<file path="config.mk">
export PLATFORM = sky130hd
export DESIGN_NAME = alu_share_arbiter
export DESIGN_NICKNAME = d
export VERILOG_FILES = /design/src/rtl/alu_share_arbiter.sv
export SDC_FILE = /design/constraint.sdc
export NUM_CORES = 1
export LEC_CHECK = 0
export BUFFER_PORTS_ARGS = -buffer_cell sky130_fd_sc_hd__buf_2
export CELL_PAD_IN_SITES_DETAIL_PLACEMENT = 1
export CELL_PAD_IN_SITES_GLOBAL_PLACEMENT = 2
export CORE_MARGIN = 1.5
export CORE_UTILIZATION = 29
export CTS_BUF_LIST = sky130_fd_sc_hd__clkbuf_4 sky130_fd_sc_hd__clkbuf_8 sky130_fd_sc_hd__clkbuf_16
export DETAILED_ROUTE_END_ITERATION = 8
export GPL_TIMING_DRIVEN = 0
export PLACE_DENSITY_LB_ADDON = 0.3
export SKIP_LAST_GASP = 1
export SLEW_MARGIN = 20
export SYNTH_ARGS = -nofsm -noshare
export SYNTH_HDL_FRONTEND = slang
export SYNTH_SLANG_ARGS = --single-unit
</file>
<file path="constraint.sdc">
create_clock -name clk -period 2.82 [get_ports clk]
set_input_delay 0.423 -clock clk [delete_from_list [all_inputs] [get_ports clk]]
set_output_delay 0.423 -clock clk [all_outputs]
set_load 0.01 [all_outputs]
</file>
<file path="src/rtl/alu_share_arbiter.sv">
// alu_share_arbiter
// Shares one external ALU among four requesters. An idle arbiter grants one
// request (round-robin from rr_ptr), holds that requester's operands on the
// ALU for ALU_LAT+1 cycles, and captures the ALU outputs into a response
// register. The response is held until the consumer accepts it.
// ALU_LAT is the number of ALU pipeline edges, legal range 1..7.
module alu_share_arbiter #(
  parameter int unsigned ALU_LAT = 1
) (
  input  logic        clk,
  input  logic        rst_n,
  input  logic [3:0]  req_valid,
  input  logic [15:0] req_a,
  input  logic [15:0] req_b,
  input  logic [7:0]  req_op,
  output logic [3:0]  req_ready,
  output logic [3:0]  alu_a,
  output logic [3:0]  alu_b,
  output logic [1:0]  alu_op,
  input  logic [3:0]  alu_result,
  input  logic        alu_carry,
  input  logic        alu_zero,
  input  logic        alu_overflow,
  output logic        rsp_valid,
  input  logic        rsp_ready,
  output logic [1:0]  rsp_id,
  output logic [3:0]  rsp_result,
  output logic [2:0]  rsp_flags,
  output logic        busy,
  output logic [15:0] op_count
);

  localparam logic [1:0] IDLE = 2'd0;
  localparam logic [1:0] EXEC = 2'd1;
  localparam logic [1:0] RESP = 2'd2;

  // The last EXEC cycle is the one where the counter reads zero, so loading
  // ALU_LAT gives ALU_LAT+1 EXEC cycles in total.
  localparam logic [2:0] EXEC_LOAD = 3'(ALU_LAT);

  logic [1:0]  state_r;
  logic [1:0]  rr_ptr_r;
  logic [2:0]  cnt_r;
  logic [1:0]  id_r;
  logic [3:0]  alu_a_r;
  logic [3:0]  alu_b_r;
  logic [1:0]  alu_op_r;
  logic        rsp_valid_r;
  logic [1:0]  rsp_id_r;
  logic [3:0]  rsp_result_r;
  logic [2:0]  rsp_flags_r;
  logic        busy_r;
  logic [15:0] op_count_r;

  logic [1:0]  idx_s;
  logic        found_s;
  logic [1:0]  grant_id_s;
  logic [3:0]  grant_s;
  logic        grant_valid_s;

  // Round-robin pick: first valid requester at or above rr_ptr, wrapping mod 4.
  // The grant is suppressed outside IDLE and while reset is asserted.
  always_comb begin
    idx_s      = 2'd0;
    found_s    = 1'b0;
    grant_id_s = 2'd0;
    for (int k = 0; k < 4; k++) begin
      idx_s = rr_ptr_r + 2'(k);
      if (!found_s && req_valid[idx_s]) begin
        found_s    = 1'b1;
        grant_id_s = idx_s;
      end else begin
        found_s    = found_s;
        grant_id_s = grant_id_s;
      end
    end
    if (found_s && (state_r == IDLE) && rst_n) begin
      grant_s = 4'b0001 << grant_id_s;
    end else begin
      grant_s = 4'b0000;
    end
    grant_valid_s = |grant_s;
  end

  assign req_ready  = grant_s;
  assign alu_a      = alu_a_r;
  assign alu_b      = alu_b_r;
  assign alu_op     = alu_op_r;
  assign rsp_valid  = rsp_valid_r;
  assign rsp_id     = rsp_id_r;
  assign rsp_result = rsp_result_r;
  assign rsp_flags  = rsp_flags_r;
  assign busy       = busy_r;
  assign op_count   = op_count_r;

  // Control FSM with operand, response and completion-count registers.
  always_ff @(posedge clk or negedge rst_n) begin
    if (!rst_n) begin
      state_r      <= IDLE;
      rr_ptr_r     <= 2'd0;
      cnt_r        <= 3'd0;
      id_r         <= 2'd0;
      alu_a_r      <= 4'd0;
      alu_b_r      <= 4'd0;
      alu_op_r     <= 2'd0;
      rsp_valid_r  <= 1'b0;
      rsp_id_r     <= 2'd0;
      rsp_result_r <= 4'd0;
      rsp_flags_r  <= 3'd0;
      busy_r       <= 1'b0;
      op_count_r   <= 16'd0;
    end else begin
      case (state_r)
        IDLE: begin
          if (grant_valid_s) begin
            alu_a_r  <= req_a[{grant_id_s, 2'b00} +: 4];
            alu_b_r  <= req_b[{grant_id_s, 2'b00} +: 4];
            alu_op_r <= req_op[{grant_id_s, 1'b0} +: 2];
            id_r     <= grant_id_s;
            rr_ptr_r <= grant_id_s + 2'd1;
            cnt_r    <= EXEC_LOAD;
            busy_r   <= 1'b1;
            state_r  <= EXEC;
          end
        end
        EXEC: begin
          if (cnt_r == 3'd0) begin
            rsp_result_r <= alu_result;
            rsp_flags_r  <= {alu_carry, alu_zero, alu_overflow};
            rsp_id_r     <= id_r;
            rsp_valid_r  <= 1'b1;
            state_r      <= RESP;
          end else begin
            cnt_r <= cnt_r - 3'd1;
          end
        end
        RESP: begin
          if (rsp_ready) begin
            rsp_valid_r <= 1'b0;
            op_count_r  <= op_count_r + 16'd1;
            busy_r      <= 1'b0;
            state_r     <= IDLE;
          end
        end
        default: begin
          // Unreachable encoding: recover to a clean idle state.
          rsp_valid_r <= 1'b0;
          busy_r      <= 1'b0;
          cnt_r       <= 3'd0;
          state_r     <= IDLE;
        end
      endcase
    end
  end

endmodule

</file>
==> metrics.md <==
| Metric | Value |
|---|---|
| TritonCTS sink count | 46 |
| Flop and latch count out of synthesis | 46 |
| Sort of element at the end of the critical path | output port |
| Critical Path AT | 2.10 ns |
| Crit Reg-Reg Startpoint | rr_ptr_r[1]$_DFFE_PN0P_ |
| Crit path max-delay family | simple AND/OR/NAND/NOR gates |
| Outcome | finished clean |
| Slack of the worst reg-to-reg path | 0.64 ns |
| Post-route cell area | 0.00300 mm^2 |
| Share of synthesized area occupied by flip-flops and latches | 0.498 |
| Height of the die | 92.3 um |
| Average vias per placed instance | 4.66 |
| Startpoint types | input pin |
| Clock slew at the register clock pins of the worst setup and hold paths | 0.09 ns |
| Max Freq | 0.396 GHz |
| Fillcell total | 908 |
| Final routed DRC violation total | 0 |
| Worst-skew pair later-pin latency | 0.29 ns |
| Most congested layer reported by global routing | met2 |
| CTS tree | built |
| Setup repair bufs after CTS | 0 |
| Number of antenna violations at the first check in global routing | 0 |
| Global-route track usage on met2 | 0.225 |
| Leading post-synthesis cells by instance count | sky130_fd_sc_hd__dfrtp_1 (46), sky130_fd_sc_hd__nand2_1 (15), sky130_fd_sc_hd__nor2_1 (14) |
| Global route overflow | 0 |
| Number of buffers created by CTS | 5 |
| Die X-Extent | roughly 92 um |
| VDD IR max | 0.252 mV |
| Reg-to-reg endpoint | alu_a[1]$_DFFE_PN0P_ |
| Unrepaired setup endpoints after global routing | no |
| Critical path type | input pin to output port |
| EDFF count, synth | 0 |
| Number of antenna-violating nets in the routed design | 0 |
| Leading register cell type out of synthesis | sky130_fd_sc_hd__dfrtp_1 |
| Met3 demand-to-capacity share in global routing | 0.0340 |
| Top post-synthesis cells by area | sky130_fd_sc_hd__dfrtp_1 (50%), sky130_fd_sc_hd__mux2_2 (6.3%), sky130_fd_sc_hd__mux2i_1 (4.8%), sky130_fd_sc_hd__mux2_4 (4.5%), sky130_fd_sc_hd__a221o_1 (4.3%) |
| Met1 capacity usage during global routing | 0.181 |
| Pin count of the biggest net entering global routing | 48 |
| Synthesized area | around 0.0023 mm^2 |
| Rel. slew slack | 0.515 |
| Reported leakage power | ~1.6 nW |
| Final setup fails | 0 |
| Library cell contributing the largest single delay on the critical path | sky130_fd_sc_hd__buf_8 |
| Warnings, synthesis | 0 |
| Slew at the pin closest to its max-slew limit | 0.726 ns |
| TritonRoute pass-1 iters | 4 |
| Die area | 0.00851 mm^2 |
| Fin. max-slew vios | 0 |
| Req. time, crit path | 2.40 ns |
| Destination of the critical timing path | req_ready[2] |
| Overall track demand over capacity in global routing | 0.137 |
| Number of global-route vias before repair | 1,993 |
| First DRT Iteration DRCs | 21 |
| Number of vias after detailed routing | 1,881 |
| Fraction of final layout cells sized beyond drive strength 1 | 0.440 |
| Crit-path most repeated cell | sky130_fd_sc_hd__nor2_1 |
| Number of antenna diodes | 0 |
| Root buffer cell | sky130_fd_sc_hd__clkbuf_8 |
| Multi-input gate area | 0.00109 mm^2 |
| Starting density of the core | 0.299 |
| Maximum Capacitance Violations | 0 |
| Gate count of the mapped netlist | 201 |
| Crit path time final | 2.52 ns |
| Critical Path Source | rst_n |
| Number of stages on the worst setup path | 8 |
| NumNets Final | 359 |
| Total length of routed wires | 5420 um |
| Synth-to-Final Area Change | 30.0% |
| Fraction of post-synthesis cell area in the top cell type by area | 0.498 |
| Library cell occupying the most area in the post-synthesis netlist | sky130_fd_sc_hd__dfrtp_1 |
| CTS H-tree depth | 2 |
| Async set-or-reset flop fraction in the synthesized netlist | 1.00 |
| Worst min-delay path class | input pin to asynchronous set/reset pin |
| Clock buffer depth | 2 |
| Final worst path period share | 0.895 |
| Per-cell routed wire length | approximately 13 um |
| Most frequently used cell type in the post-synthesis netlist | sky130_fd_sc_hd__dfrtp_1 |
| Storage element area | 0.00115 mm^2 |
| Placed Instance Area | 0.00291 mm^2 |
| Largest driver fanout on the critical path | 47 |
| Dpl hpwl | 4210 um |
| Worst stage delay on the critical path | around 0.29 ns |
| Crit path cell chain | buf_8 -> o41ai_2 -> nor2_1 -> nand2_2 -> nor2_1 -> clkbuf_2 -> and2_1 -> buf_2 |
| Number of top-level design ports | 95 |
| Hold Vio Cnt, Final | 0 |
| Reg2Reg Depth | 5 |
| Count of buffers from port buffering | 94 |
| Skew final | 0.00894 ns |
| Pwr dens | 834 mW/mm^2 |
| Worst path buffer plus inverter count | 3 |
| Number of buffers inserted by hold repair at cts | 0 |
| Unique masters post-synth | 40 |
| Syn_area_per_cell | approximately 11 um^2 |
| Worst hold slack | 0.0163 ns |
| Fin Setup TNS | 0 ns |
| RD Place Congestion | 0.718 |
| Core area | roughly 0.0077 mm^2 |
| Cell Rows | 32 |
| First-pass GRT wire length | 9390 um |
| Total nets after synthesis | between 200 and 300 |
-- area by class of cell --
type,instances,share of cell area
Clock buffer,6,0.0254
Buffer,9,0.0175
Timing Repair Buffer,94,0.160
Sequential cell,46,0.383
Tap cell,102,0.0425
Clock inverter,1,0.00250
Inverter,6,0.00750
Multi-Input combinational cell,140,0.362
-- logic make-up (layout without fill, tap and decap cells) --
group	after synthesis	after routing	share of synthesized area
buffers and inverters	15	116	0.0319
xor gates and xnor gates	16	16	0.0606
muxes	31	31	0.156
AOI/OAI and AO/OA	30	30	0.110
adders and majority gates	3	3	0.0162
and+or+nand+nor	60	60	0.126
DFF	46	46	0.498
-- stage by stage --
| stage | power (mW) | util | setup WS [ns] | cells |
|---|---|---|---|---|
| 2_1_floorplan | 1.76 | - | 0.829 | 201 |
| 3_3_place_gp | 2.12 | 0.376 | -0.686 | 397 |
| 3_5_place_dp | 2.15 | 0.376 | -0.676 | 397 |
| 4_1_cts | 2.56 | 0.388 | 0.116 | 404 |
| 5_1_grt | 2.72 | 0.389 | 0.0375 | 404 |
| 6_report | 2.51 | 0.389 | 0.297 | 404 |
-- worst min path at each step --
| stage | end | slack (ns) | depth (start not counted) |
|---|---|---|---|
| global placement | op_count[15]$_DFFE_PN0P_ | 0.45 | 1 |
| detailed placement | op_count[15]$_DFFE_PN0P_ | 0.46 | 1 |
| global route | cnt_r[1]$_DFFE_PN0P_ | 0.03 | 1 |
| CTS | rsp_flags[1]$_DFFE_PN0P_ | 0.06 | 1 |
| finish | alu_op[0]$_DFFE_PN0P_ | 0.02 | 1 |
| floorplan | alu_a[0]$_DFFE_PN0P_ | 0.13 | 0 |
-- per-layer routing --
layer	vias to the layer above	part of all wire
met5	-	0
met4	0	0.0088
met3	4	0.071
met2	72	0.45
met1	883	0.47
li1	922	-
-- worst reg2reg max path, delay by kind of cell (launching register included) --
family,cells,cell delay [ns]
AOI/OAI and AO/OA,2,0.69
muxes,2,0.64
DFF,1,0.49
buffers and inverters,1,0.24
-- what timing repair did --
| action | CTS | global route |
|---|---|---|
| gates resized for setup | 3 | 2 |
| endpoints found under the hold margin | 0 | 0 |
| setup endpoints to repair | 4 | 1 |
-- where the power goes --
part	switching (mW)	internal, mW	leakage [nW]	total [mW]
Sequential	0.149	0.884	0.583	1.03
Clock	0.218	0.180	0.0407	0.398
Combinational	0.528	0.548	0.930	1.08
Total	0.895	1.61	1.55	2.51
-- flip-flops by register name (all words and copies together), names as in the netlist, 3 cells and up --
signal,count
alu_b,4
rsp_result,4
alu_a,4
rsp_flags,3
op_count,16
cnt_r,3
-- layout by cell type (no fill, tap or decap), drive strengths merged, types with 4 or more instances in the layout --
master  synthesis  routed
nor3           11      11
xnor2           9       9
clkbuf          5      11
mux2i          11      11
inv             6       6
dfrtp          46      46
nor2           14      14
o21ai           4       4
nand2          16      16
buf             4      98
a221o          10      10
xor2            7       7
mux2           20      20
nand3           5       5
Note: power is estimated with default switching activity, not from simulation.
